===== src/rtl/fetch_stage_pkg.sv =====
// Shared instruction-format constants for the 16-bit MIPS pipeline.
// Imported by fetch, decode and the instruction memory.
package fetch_stage_pkg;

    localparam int INSTR_W = 16;
    localparam int PC_W    = 16;

    localparam logic [INSTR_W-1:0] NOP_INSTR = 16'h0000;

    localparam int OPCODE_MSB = 15;
    localparam int OPCODE_LSB = 13;
    localparam int RS_MSB     = 12;
    localparam int RS_LSB     = 10;
    localparam int RT_MSB     = 9;
    localparam int RT_LSB     = 7;
    localparam int RD_MSB     = 6;
    localparam int RD_LSB     = 4;
    localparam int FUNCT_MSB  = 3;
    localparam int FUNCT_LSB  = 0;

    typedef enum logic [2:0] {
        OP_RTYPE = 3'd0,
        OP_ADDI  = 3'd1,
        OP_LW    = 3'd2,
        OP_SW    = 3'd3,
        OP_BEQ   = 3'd4,
        OP_BNE   = 3'd5,
        OP_J     = 3'd6,
        OP_JAL   = 3'd7
    } opcode_e;

    function automatic logic [2:0] opcode_of(input logic [INSTR_W-1:0] ins);
        return ins[OPCODE_MSB:OPCODE_LSB];
    endfunction

endpackage


===== src/rtl/fetch_stage_instr_mem.sv =====
// Word-addressed instruction memory: combinational read, synchronous
// program-load write. Contents survive reset.
module instr_mem
    import fetch_stage_pkg::*;
#(
    parameter int ADDR_W = 8
) (
    input  logic               clk,
    input  logic               we,
    input  logic [ADDR_W-1:0]  waddr,
    input  logic [INSTR_W-1:0] wdata,
    input  logic [ADDR_W-1:0]  raddr,
    output logic [INSTR_W-1:0] rdata
);

    logic [INSTR_W-1:0] mem [2**ADDR_W];

    always_ff @(posedge clk) begin
        if (we) begin
            mem[waddr] <= wdata;
        end
    end

    // Read sees the pre-edge word, so a same-cycle write is not forwarded.
    assign rdata = mem[raddr];

endmodule


===== src/rtl/fetch_stage.sv =====
// Instruction-fetch stage: PC register, instruction memory and the
// IF/ID pipeline register with stall, redirect and a fetch counter.
module fetch_stage
    import fetch_stage_pkg::*;
#(
    parameter int                 ADDR_W   = 8,
    parameter logic [PC_W-1:0]    RESET_PC = 16'h0000,
    parameter logic [INSTR_W-1:0] NOP      = NOP_INSTR
) (
    input  logic               clk,
    input  logic               rst,
    input  logic               stall,
    input  logic               redirect_en,
    input  logic [PC_W-1:0]    redirect_pc,
    input  logic               prog_we,
    input  logic [ADDR_W-1:0]  prog_addr,
    input  logic [INSTR_W-1:0] prog_data,
    output logic [INSTR_W-1:0] instruction,
    output logic [PC_W-1:0]    pc_plus1,
    output logic               if_valid,
    output logic [PC_W-1:0]    pc,
    output logic [15:0]        fetch_count
);

    logic [INSTR_W-1:0] rd_data;
    logic [PC_W-1:0]    pc_next;

    instr_mem #(
        .ADDR_W(ADDR_W)
    ) u_mem (
        .clk   (clk),
        .we    (prog_we),
        .waddr (prog_addr),
        .wdata (prog_data),
        .raddr (pc[ADDR_W-1:0]),
        .rdata (rd_data)
    );

    assign pc_next = pc + 16'd1;

    always_ff @(posedge clk) begin
        if (rst) begin
            pc          <= RESET_PC;
            instruction <= NOP;
            pc_plus1    <= '0;
            if_valid    <= 1'b0;
            fetch_count <= '0;
        end else if (redirect_en) begin
            pc          <= redirect_pc;
            instruction <= NOP;
            pc_plus1    <= '0;
            if_valid    <= 1'b0;
        end else if (!stall) begin
            pc          <= pc_next;
            instruction <= rd_data;
            pc_plus1    <= pc_next;
            if_valid    <= 1'b1;
            if (fetch_count != 16'hFFFF) begin
                fetch_count <= fetch_count + 16'd1;
            end
        end
    end

endmodule


===== config.mk =====
export PLATFORM = sky130hd
export DESIGN_NAME = fetch_stage
export DESIGN_NICKNAME = d
export VERILOG_FILES = /design/src/rtl/fetch_stage_pkg.sv /design/src/rtl/fetch_stage_instr_mem.sv /design/src/rtl/fetch_stage.sv
export SDC_FILE = /design/constraint.sdc
export NUM_CORES = 2
export LEC_CHECK = 0
export ABC_CLOCK_PERIOD_IN_PS = 3500
export CAP_MARGIN = 0
export CORE_MARGIN = 5
export CORE_UTILIZATION = 35
export DETAILED_ROUTE_END_ITERATION = 12
export MAX_ROUTING_LAYER = met4
export PLACE_DENSITY = 0.54
export SYNTH_ARGS = -nofsm -noshare
export SYNTH_HDL_FRONTEND = slang
export SYNTH_HIERARCHICAL = 1
export SYNTH_SLANG_ARGS = --single-unit

===== constraint.sdc =====
create_clock -name clk -period 3.5 [get_ports clk]
set_input_delay 0.7 -clock clk [delete_from_list [all_inputs] [get_ports clk]]
set_output_delay 0.7 -clock clk [all_outputs]
set_load 0.01 [all_outputs]

Word level (Yosys, flattened, before mapping)
Memories as Yosys holds them, arrays and structs flattened. A register that Yosys moved wholly into a read port is not among the register bits.
Cells that the tools add are included.

storage, ports and cells
  flip-flop bits (word level) = 49
  memory bits (writable) = 4,096
  bits of input ports = 45
  output and inout bits = 65
  logic and storage cells = 18
  memories = 1

memories
  name       words  bits a word  read ports  clocked after Yosys merged registers in  wr ports  RTL line                     RTL
  u_mem.mem  256    16           1           1                                        1         fetch_stage_instr_mem.sv:16  logic [INSTR_W-1:0] mem [2**ADDR_W];

cells by class
  $add $sub $neg = 2
  equal/unequal tests = 2
  muxes and demuxes = 4
  bitwise logic cells = 2
  reduce and logical (&&, ||, !) cells = 3

operators by type and width
  kind                                                             count
  16-bit by 1-bit adder with 16-bit output, second input constant  2
  16-bit two-way mux                                               2
  16-bit != test, second input constant                            1
  3-bit AND reduction                                              1
  1-bit two-way mux                                                2
  2-bit by 1-bit != test with 1-bit output, second input constant  1
  1-bit NOT                                                        2
  2-bit OR reduction                                               1
  1-bit zero test                                                  1

Logic depth before layout (Yosys ltp)
  depth in word-level cells = 3
  mapped depth = 14
  depth with buffers taken out = 8

Hierarchy
The synthesis kept the hierarchy.

modules (own cells, without submodules)
  module       instances  cells an instance  area an instance (um^2)  sequential area each (um^2)
  instr_mem    1          7,344              158,394.4                122,998.0
  fetch_stage  1          361                3,125.5                  1,301.2

Worst setup path after synthesis
OpenSTA, ideal clock, no wires.

  path kind = input -> register
  start = input prog_addr[3]
  end = memory u_mem.mem[235][0], enable pin
  library setup time = 0.388 ns
  data arrival time = 2.477 ns
  data required time = 3.112 ns
  path slack = 0.635 ns
  stages on the path = 6
  path buffers = 3
  path through = clkbuf_1 > nor2b_1 > clkbuf_1 > nand4_1 > clkbuf_1 > nor2_1

RTL lines
  what                RTL line                     RTL
  start: declaration  fetch_stage.sv:16            input logic [ADDR_W-1:0] prog_addr,
  end: declaration    fetch_stage_instr_mem.sv:16

No word-level cell before the write port.

==> impl_metrics.json <==
{
  "cp.arrival_ns": 4.32,
  "grt-ovfl-total": 0,
  "wire_per_inst_um": 31.42,
  "netlist_instances": 7705,
  "fin_skew_ns": 0.07159,
  "clockBufferDepth": 4,
  "n_fill_cell": 39920,
  "row_count": 249,
  "drc_errors": 0,
  "period_share": 0.9938,
  "antenna_found_initial": 30,
  "cap_violations": 0,
  "fmax_mhz": 287.5,
  "gr-usage-met3": 0.02795,
  "portBuffers": 109,
  "dr.pass1.iters": 5,
  "final_antenna_net_count": 0,
  "root_buffer": "clkbuf_16",
  "cp-startpoint": "pc[1]$_SDFFE_PP0P_",
  "layout.nets": 8706,
  "drtIter0Drc": 10020,
  "cts_num_sinks": 4161,
  "detail_route.vias_per_cell": 5.560,
  "final_common_cell": "edfxtp_1",
  "cp_slowest_cell": "mux4_2",
  "p_total_uw": 107800,
  "clock_latency_ns": 0.98,
  "dp_hpwl_um": 295800,
  "status": "finished, final reports clean",
  "syn-cell-area_um2": 161500,
  "track_usage": 0.2021,
  "syn_nets": 7752,
  "pre_cts_slack_ns": -0.7118,
  "vdd_drop_max_uv": 407.6,
  "p_per_area_nw_per_um2": 557.3,
  "grt_pass1_wl_um": 665600,
  "final_core_util": 0.4205,
  "slew-limit-headroom": 0.2495,
  "setup_viol": 0,
  "cts_tree": "yes",
  "core_area_um2": 459800,
  "vias": 84420,
  "htreeDepth": 5,
  "use_met1": 0.2820,
  "finalHoldViolCount": 0,
  "required_ns": 4.35,
  "clk_pin_slew_worst_paths_ns": 0.06,
  "synth_seq_area_share": 0.7696,
  "final_cell_mix": "edfxtp_1, mux4_2, mux2i_1",
  "worstPathCellList": "buf_12 > buf_4 > buf_12 > buf_12 > mux4_2 > mux4_2 > a22o_1 > o32ai_2 > buf_4 > nor4_1 > mux2i_1 > nor2_1",
  "timing.final.ws_setup_ns": 0.02172,
  "grt_pass1_vias": 83660,
  "hp-class": "in2reg",
  "initial_core_util": 0.3512,
  "io_pins": 110,
  "die_area_um2": 475200,
  "grt_max_degree": 104,
  "drive_gt1_frac": 0.2885,
  "async_reset_ff_frac": 0,
  "synthToLayoutAreaGrowth_pct": 19.72,
  "rsz0062_at_grt": "yes",
  "cts_buffers": 430,
  "period_minus_slack_ns": 3.478,
  "path_class": "reg2reg",
  "cpMostUsedCell": "buf_12",
  "hold_start": "prog_data[2]",
  "finalSetupTns_ns": 0,
  "r2r_slack_ns": 0.02,
  "endpoint_kind": "register",
  "die_y_um": 689.3,
  "r2r_start": "pc[1]$_SDFFE_PP0P_",
  "slowest_delay_ns": 0.60,
  "crit_path_max_fanout": 22,
  "routed_wirelength_um": 477100,
  "busiest_layer": "met2",
  "synth_edf_count": 4096,
  "synth-seq-cells": 4161,
  "use_met2": 0.3138,
  "place_congestion": 0.8580,
  "ys_types": 72,
  "die_w_um": 689.3,
  "start_kind": "register",
  "worstMarginPinSlew_ns": 1.126,
  "final-max-slew-violation-count": 0,
  "power.leakage_uw": 0.05949,
  "synth.avg_cell_area_um2": 20.96,
  "synth_warnings": 6,
  "synth_flop_cell": "edfxtp_1"
}
sequential cells by signal (all words and copies together) (netlist names):
signal / count
pc_plus1: 16
u_mem/mem: 4096
if_valid: 1
pc: 16
instruction: 16
fetch_count: 16
metrics by stage:
stage	std cells	area, um^2	hold WS (ns)
floorplan	7705	161500	0.4900
global placement	14350	178300	0.4417
detailed placement	14350	178300	0.4603
CTS	15160	192900	0.03240
global route	15170	193300	0.1058
finish	15180	193400	0.1222
critical path: cells and delay by family, from the launching register on:
family / cells / cell delay [ns]
compound gates: 2 / 0.72
mux: 3 / 1.10
buf+inv: 5 / 0.93
flops: 1 / 0.38
simple gates: 2 / 0.09
power breakdown:
part	leakage [uW]	total (uW)	internal, uW	switching [uW]
Combinational	0.0153	7420	2870	4560
Clock	0.00682	45400	26200	19200
Sequential	0.0373	54900	54800	106
Total	0.0595	108000	83900	23800
cell families after synthesis:
| family | count (synthesis) | share of synthesized area |
|---|---|---|
| flip-flops | 4161 | 0.7696 |
| multiplexers | 1474 | 0.1538 |
| AO/OA/AOI/OAI | 855 | 0.03749 |
| AND/OR/NAND/NOR | 701 | 0.02023 |
| buffers and inverters | 489 | 0.01752 |
| XOR/XNOR | 23 | 0.001247 |
| adder cells (fa/ha/maj) | 2 | 0.0001549 |
synthesized netlist by cell type (6+ instances only):
| cell | instances | area [um^2] |
|---|---|---|
| a2111oi_0 | 7 | 61.31 |
| a211oi_1 | 31 | 232.7 |
| a21oi_1 | 199 | 996.0 |
| a221oi_1 | 28 | 245.2 |
| a22o_1 | 32 | 280.3 |
| a22oi_1 | 43 | 322.8 |
| a31oi_1 | 7 | 43.79 |
| and3_1 | 17 | 106.4 |
| buf_1 | 27 | 101.4 |
| buf_2 | 84 | 420.4 |
| buf_4 | 26 | 195.2 |
| buf_6 | 78 | 878.3 |
| buf_8 | 11 | 165.2 |
| clkbuf_1 | 243 | 912.1 |
| dfxtp_1 | 65 | 1301 |
| edfxtp_1 | 4096 | 123000 |
| inv_1 | 12 | 45.04 |
| mux2_2 | 91 | 1025 |
| mux2i_1 | 586 | 5866 |
| mux4_2 | 797 | 17950 |
| nand2_1 | 53 | 198.9 |
| nand2b_1 | 6 | 37.54 |
| nand3_1 | 50 | 250.2 |
| nand4_1 | 39 | 244.0 |
| nor2_1 | 350 | 1314 |
| nor2b_1 | 13 | 81.33 |
| nor3_1 | 105 | 525.5 |
| nor4_1 | 27 | 168.9 |
| o21ai_0 | 50 | 250.2 |
| o221ai_1 | 252 | 2207 |
| o22ai_1 | 148 | 925.9 |
| o31ai_1 | 18 | 135.1 |
| o32ai_1 | 20 | 175.2 |
| or2_2 | 6 | 37.54 |
| xnor2_1 | 23 | 201.4 |
area by class of cell:
class	count	area, um^2	share of cell area
clock buffer	525	11370	0.05879
inverter	14	65.06	0.0003365
antenna	15	37.54	0.0001941
timing repair buffer	997	12090	0.06251
clock inverter	266	2584	0.01336
multi-input combinational	3055	35210	0.1821
sequential	4161	124300	0.6429
tap	6149	7694	0.03979
metal layers:
metal  part of all wire  wire [um]
met1               0.42     200500
met2               0.47     224500
met3              0.079      37580
met4              0.030      14460
met5                  0          0
worst paths after layout:
kind / end / cells past startpoint
setup / recovery: instruction[5]$_SDFFE_PP0N_ / 12
hold reg to reg: if_valid$_SDFFE_PP0N_ / 1
setup reg to reg: instruction[5]$_SDFFE_PP0N_ / 12
hold / removal: u_mem/mem[109][2]$_DFFE_PP_ / 1
timing repair:
| item | 4_1_cts | 5_1_grt |
|---|---|---|
| buffers inserted | 6 | 8 |
| hold endpoints to repair | 6 | 0 |
| endpoints found under the setup margin | 17 | 16 |
| gates cloned | 3 | 5 |
| pin swaps | 5 | 12 |
| gates resized for setup | 78 | 58 |
| hold buffers | 1 | 0 |
(Power assumes the default switching activity.)
